$ cat src/rtl/onehot16_index_fifo.sv
// onehot16_index_fifo
// Checks a 16-bit one-hot word from the decode stage and converts a legal word
// back to its 4-bit index. The index is buffered in a small first-word-fall-through
// FIFO. Illegal words (zero bits set, or more than one) are dropped and counted
// in a sticky flag and a saturating counter.
//
// Handshake: a transfer happens on a rising clk edge only when valid and ready
// are both high. On the input side that is in_valid && in_ready, and in_ready
// depends only on the fill level, never on out_ready. On the output side it is
// out_valid && out_ready. Every output comes from registers, so there is no
// combinational path from input to output.
module onehot16_index_fifo #(
    parameter int DEPTH     = 4,
    parameter int ERR_CNT_W = 8
) (
    input  logic                     clk,
    input  logic                     rst_n,
    input  logic                     in_valid,
    input  logic [15:0]              in_onehot,
    output logic                     in_ready,
    output logic                     out_valid,
    output logic [3:0]               out_idx,
    input  logic                     out_ready,
    input  logic                     err_clr,
    output logic                     err_flag,
    output logic [ERR_CNT_W-1:0]     err_count,
    output logic [$clog2(DEPTH):0]   level
);

    localparam int PW = $clog2(DEPTH);
    localparam int LW = PW + 1;

    logic [3:0]    mem [DEPTH];
    logic [PW-1:0] wr_ptr;
    logic [PW-1:0] rd_ptr;
    logic [4:0]    hot_cnt;
    logic [3:0]    hot_idx;
    logic          legal;
    logic          accept;
    logic          push;
    logic          pop;

    // Count the set bits and remember the position of the set bit. The position
    // is only meaningful when exactly one bit is set.
    always_comb begin
        hot_cnt = '0;
        hot_idx = '0;
        for (int i = 0; i < 16; i++) begin
            if (in_onehot[i]) begin
                hot_cnt = hot_cnt + 5'd1;
                hot_idx = 4'(i);
            end
        end
    end

    assign legal     = (hot_cnt == 5'd1);
    assign in_ready  = (level != LW'(DEPTH));
    assign out_valid = (level != '0);
    assign out_idx   = mem[rd_ptr];
    assign accept    = in_valid && in_ready;
    assign push      = accept && legal;
    assign pop       = out_valid && out_ready;

    // FIFO storage, pointers and fill level. The pointers wrap naturally
    // because DEPTH is a power of two. The storage is cleared on reset so that
    // out_idx reads 0 afterwards.
    always_ff @(posedge clk or negedge rst_n) begin
        if (!rst_n) begin
            wr_ptr <= '0;
            rd_ptr <= '0;
            level  <= '0;
            for (int i = 0; i < DEPTH; i++) begin
                mem[i] <= '0;
            end
        end else begin
            if (push) begin
                mem[wr_ptr] <= hot_idx;
                wr_ptr      <= wr_ptr + PW'(1);
            end
            if (pop) begin
                rd_ptr <= rd_ptr + PW'(1);
            end
            if (push && !pop) begin
                level <= level + LW'(1);
            end else if (pop && !push) begin
                level <= level - LW'(1);
            end
        end
    end

    // Error tracking. A clear takes priority over an illegal word accepted in
    // the same cycle, so that word is not counted.
    always_ff @(posedge clk or negedge rst_n) begin
        if (!rst_n) begin
            err_flag  <= 1'b0;
            err_count <= '0;
        end else if (err_clr) begin
            err_flag  <= 1'b0;
            err_count <= '0;
        end else if (accept && !legal) begin
            err_flag <= 1'b1;
            if (!(&err_count)) begin
                err_count <= err_count + ERR_CNT_W'(1);
            end
        end
    end

endmodule

$ cat config.mk
export PLATFORM = sky130hd
export DESIGN_NAME = onehot16_index_fifo
export DESIGN_NICKNAME = d
export VERILOG_FILES = /design/src/rtl/onehot16_index_fifo.sv
export SDC_FILE = /design/constraint.sdc
export NUM_CORES = 1
export LEC_CHECK = 0
export ABC_AREA = 1
export BUFFER_PORTS_ARGS = -buffer_cell sky130_fd_sc_hd__buf_4
export CAP_MARGIN = 10
export CORE_MARGIN = 2
export CORE_UTILIZATION = 60
export CTS_CLUSTER_DIAMETER = 60
export CTS_CLUSTER_SIZE = 24
export DETAILED_ROUTE_END_ITERATION = 8
export PLACE_DENSITY = 0.81
export REMOVE_ABC_BUFFERS = 1
export SKIP_LAST_GASP = 1
export SLEW_MARGIN = 40
export SYNTH_ARGS = -nofsm -noshare
export SYNTH_HDL_FRONTEND = slang
export SYNTH_SLANG_ARGS = --single-unit
$ cat constraint.sdc
create_clock -name clk -period 2.7 [get_ports clk]
set_input_delay 0.675 -clock clk [delete_from_list [all_inputs] [get_ports clk]]
set_output_delay 0.675 -clock clk [all_outputs]
set_load 0.1 [all_outputs]
==> reports/results.ini, run 1 <==
[status]
outcome=aborted with a tool error
stop_stage=global routing (5_1_grt)
firstError=[ERROR GRT-0232] Routing congestion too high. Check the congestion heatmap in the GUI.

[global_routing]
grt-ovfl-total=478
grt_max_degree=33
grt_usage=0.917

[cts]
clockBufferDepth=2
cts_buffers=5
htree_levels=2
cts_root_buf=clkbuf_8
clock-sinks=32
hold_buffers=0

[synthesis]
ys_ff_latch=32
async_reset_ff_frac=1.00
yosysUniqueCellTypes=36
postSynthCellCount=566
synth-edff-count=0
ys_seq_area_frac=0.223
ys.flop_type=dfrtp_1
avgSynthCellArea_sq_um=6.34
syn_area_sq_um=3590
yosys_warnings=0

[timing]
worst-ep-kind=register data pin
crit_endpoint=level[2]$_DFFE_PN0P_/D

[die]
io_pins=39
fp.dieH_um=81.4
num_rows=28
start_util=0.614
die_w_um=81.4

[placed_design]
port_buffers=38
gp_congestion=0.849
hpwl_um=7160

[synth_stat cells (4+ instances only)]
library cell / n / area share
o22ai_1: 4 / 0.0070
inv_1: 91 / 0.095
nand2_1: 171 / 0.18
nand3_1: 51 / 0.071
o21ai_0: 17 / 0.024
nand3_4: 4 / 0.020
a21oi_1: 10 / 0.014
nand3_2: 11 / 0.031
inv_2: 4 / 0.0042
ha_1: 21 / 0.073
nand2_2: 45 / 0.078
nor2_1: 40 / 0.042
xor2_1: 7 / 0.017
dfrtp_1: 32 / 0.22
nand4_1: 17 / 0.030
nand3b_1: 8 / 0.017
[layer usage]
metal / global-route usage / GRT overflow
met1: 0.818 / 0
met2: 1.27 / 348
met3: 0.558 / 2
met4: 1.14 / 128
met5: 0.133 / 0
[per-stage QoR]
| stage | util | hold WS (ns) | cell area, sq um | std cells | setup slack [ns] |
|---|---|---|---|---|---|
| after detailed placement | 0.782 | 0.458 | 4570 | 761 | -6.48 |
| after floorplan | - | 0.379 | 3530 | 560 | -6.27 |
| after global placement | 0.782 | 0.455 | 4570 | 761 | -6.14 |
| after CTS | 0.938 | 0.330 | 5490 | 828 | -5.41 |
[timing repair]
| item | in CTS |
|---|---|
| pin swaps | 69 |
| endpoints found under the setup margin | 30 |
| gates resized for setup | 82 |
| endpoints found under the hold margin | 0 |
| buffers inserted | 66 |
| gates cloned | 3 |
[kinds of logic after synthesis]
logic type,after synthesis,synth area share
DFF,32,0.223
and+or+nand+nor,364,0.504
buffers and inverters,102,0.116
AOI/OAI and AO/OA,37,0.0561
xor gates and xnor gates,9,0.0220
adders and majority gates,22,0.0788
==> inputs of run 2 (changes only) <==
Settings changed: CORE_UTILIZATION 60 to 40, CTS_CLUSTER_DIAMETER 60 to not set, CTS_CLUSTER_SIZE 24 to not set, PLACE_DENSITY 0.81 to not set, PLACE_DENSITY_LB_ADDON set to 0.15.
==> run 2 against run 1 <==
Compared with the run above: the flow now finishes, with violations (setup timing); synthesized cell count unchanged; area after synthesis unchanged.
==> reports/results.ini, run 2 <==
[cts]
clk_pin_slew_worst_paths_ns=0.07
clock-sinks=32
clockBufferDepth=2
hold_buffers=0
cts_buffers=5
cts_tree=done
clkLatencyLatePin_ns=0.29
htree_levels=2
cts_root_buf=clkbuf_8

[synthesis]
yosysUniqueCellTypes=36
syn_area_sq_um=3590
avgSynthCellArea_sq_um=6.34
yosysTopAreaCell=dfrtp_1
ys_seq_area_frac=0.223
synth_most_common_cell=nand2_1
postSynthCellCount=566
ys_ff_latch=32
synth-edff-count=0
synth.top_cell.area_share=0.223
synthTopCellsByArea=dfrtp_1, nand2_1, inv_1, nand2_2, ha_1
yosys_warnings=0
synth_common_cells=nand2_1, inv_1, nand3_1, nand2_2, nor2_1
ys.flop_type=dfrtp_1
async_reset_ff_frac=1.00

[power]
leakage_nw=3.51
totalPowerFinal_w=0.00501
irDropWorstVdd_mv=1.33
netSwitchingPower_w=0.00260
powerDensity_nw_per_um2=809
seq_power_share=0.167
switching_share=0.520
pwr-share-comb=0.742
p_clk_frac=0.092
p_int_w=0.00241

[global_routing]
grt-ovfl-total=0
grt_usage=0.246
grt_pass1_wl_um=20000
grt_max_degree=33
grt_pass1_vias=4617
grt_antenna_before_repair=0

[finish]
largest_register_ffs=16
regMostFlops=mem
top_regs=mem (16), err_count (8), level (3)
drive_gt1_frac=0.517
multi_input_area_sq_um=3070
fillCellCount=644
final_common_cell=buf_4
stdcell_count=885
seq_area_sq_um=801
nets=819
n_antenna_cell=0
final_cell_mix=buf_4, nand2_1, inv_1
area_growth_pct=72.5
fin_util=0.710

[placed_design]
port_buffers=38
gp_congestion=0.828
pre_cts_ws_ns=-6.41
dp.cells=799
hpwl_um=6940

[setup_path]
crit_path_start_kind=input pin
critPathMaxStageDelay_ns=0.28
crit_fanout=4
cp.required_ns=2.87
cp.arrival_ns=8.07
crit_path_end_kind=register
critPathMostFrequentCell=nand2_4
crit_type=in2reg
slowest_stage=ha_4

[die]
die_w_um=98.7
fp.dieH_um=98.7
coreArea_sq_um=8720
io_pins=39
dieArea_sq_um=9750
start_util=0.412
num_rows=34

[route]
drc_errors=0
dr.first_iter.drc_count=177
wirelength_um=12700
ant_nets=0
wire_per_inst_um=14.4
dr_total_vias=4474
drt-pass1-iter-count=5
viasPerCell=5.06

[run]
cap_violations=0

[status]
violations=setup timing
outcome=finished with violations

[timing]
fin_crit_ns=7.89
slew_viol_final=0
relSlewSlack=0.636
setup_viol=30
timing.final.crit_share=2.92
fmax_mhz=127
tightestPinTransition_ns=0.541
skew_ns=0.00701
tns_ns=-141.75
hold_viol=0
layout_setup_ws_ns=-5.19
rsz0062_at_grt=yes

[min_path]
holdCritPathClass=in2async

## run 2: cell counts after synthesis
Identical to the previous run, type by type.
## run 2: cell families (layout without fill, tap and decap cells)
logic type / count (synthesis) / after routing / share of synthesized area
adders and majority gates: 22 / 22 / 0.0788
xor gates and xnor gates: 9 / 9 / 0.0220
DFF: 32 / 32 / 0.223
buffers and inverters: 102 / 312 / 0.116
and+or+nand+nor: 364 / 365 / 0.504
AOI/OAI and AO/OA: 37 / 37 / 0.0561
## run 2: final timing paths
path	slack [ns]	cells after the start	startpoint	to
max reg2reg	0.65	15	level[0]$_DFFE_PN0P_	wr_ptr[1]$_DFFE_PN0P_
max	-5.19	66	in_onehot[1]	wr_ptr[1]$_DFFE_PN0P_
min reg2reg	0.48	2	mem[7]$_DFFE_PN0P_	mem[7]$_DFFE_PN0P_
min in group clk	0.48	2	mem[7]$_DFFE_PN0P_	mem[7]$_DFFE_PN0P_
max in group asynchronous	2.08	1	rst_n	err_count[1]$_DFFE_PN0P_
min	0.31	1	rst_n	mem[1]$_DFFE_PN0P_
## run 2: power groups by stage
stage                     registers (W)  clock network (W)  logic, W
after floorplan                 0.00109                  0   0.00164
after global placement         0.000827                  0   0.00259
after detailed placement       0.000831                  0   0.00264
after CTS                      0.000826           0.000471   0.00327
after global routing           0.000865           0.000497   0.00399
final                          0.000835           0.000459   0.00372
## run 2: routing by layer
metal  routed length, um  up-vias  share of wire  global-route usage
met2                6800      110           0.54               0.463
met3                 396       46          0.031              0.0234
met4                 477        0          0.038               0.117
met5                   0        -              0                   0
met1                5040     2109           0.40               0.275
li1                    -     2209              -                   -
## run 2: area by class of cell
class	count	area share
Sequential cell	32	0.129
Clock buffer	5	0.0111
Timing Repair Buffer	208	0.275
Clock inverter	3	0.00687
Inverter	96	0.0606
Tap cell	108	0.0218
Multi-Input combinational cell	433	0.495
## run 2: what timing repair did
item / in CTS / in global routing
cloned: 3 / 0
setup buffers: 94 / 17
pin swaps: 82 / 93
resized for setup: 68 / 124
setup endpoints to repair: 30 / 30
## run 2: worst max-delay path: cells and delay by family
kind / cells / cell delay, ns
simple gates: 30 / 2.39
fa+ha+maj: 14 / 3.25
buf+inv: 18 / 1.47
compound gates: 4 / 0.28
## run 2: through the flow
| step | cell area (sq um) | hold WS, ns |
|---|---|---|
| 2_1_floorplan | 3530 | 0.379 |
| 3_3_place_gp | 4650 | 0.456 |
| 3_5_place_dp | 4650 | 0.455 |
| 4_1_cts | 5710 | 0.328 |
| 5_1_grt | 6190 | 0.351 |
| 6_report | 6190 | 0.313 |
(Power assumes the default switching activity.)
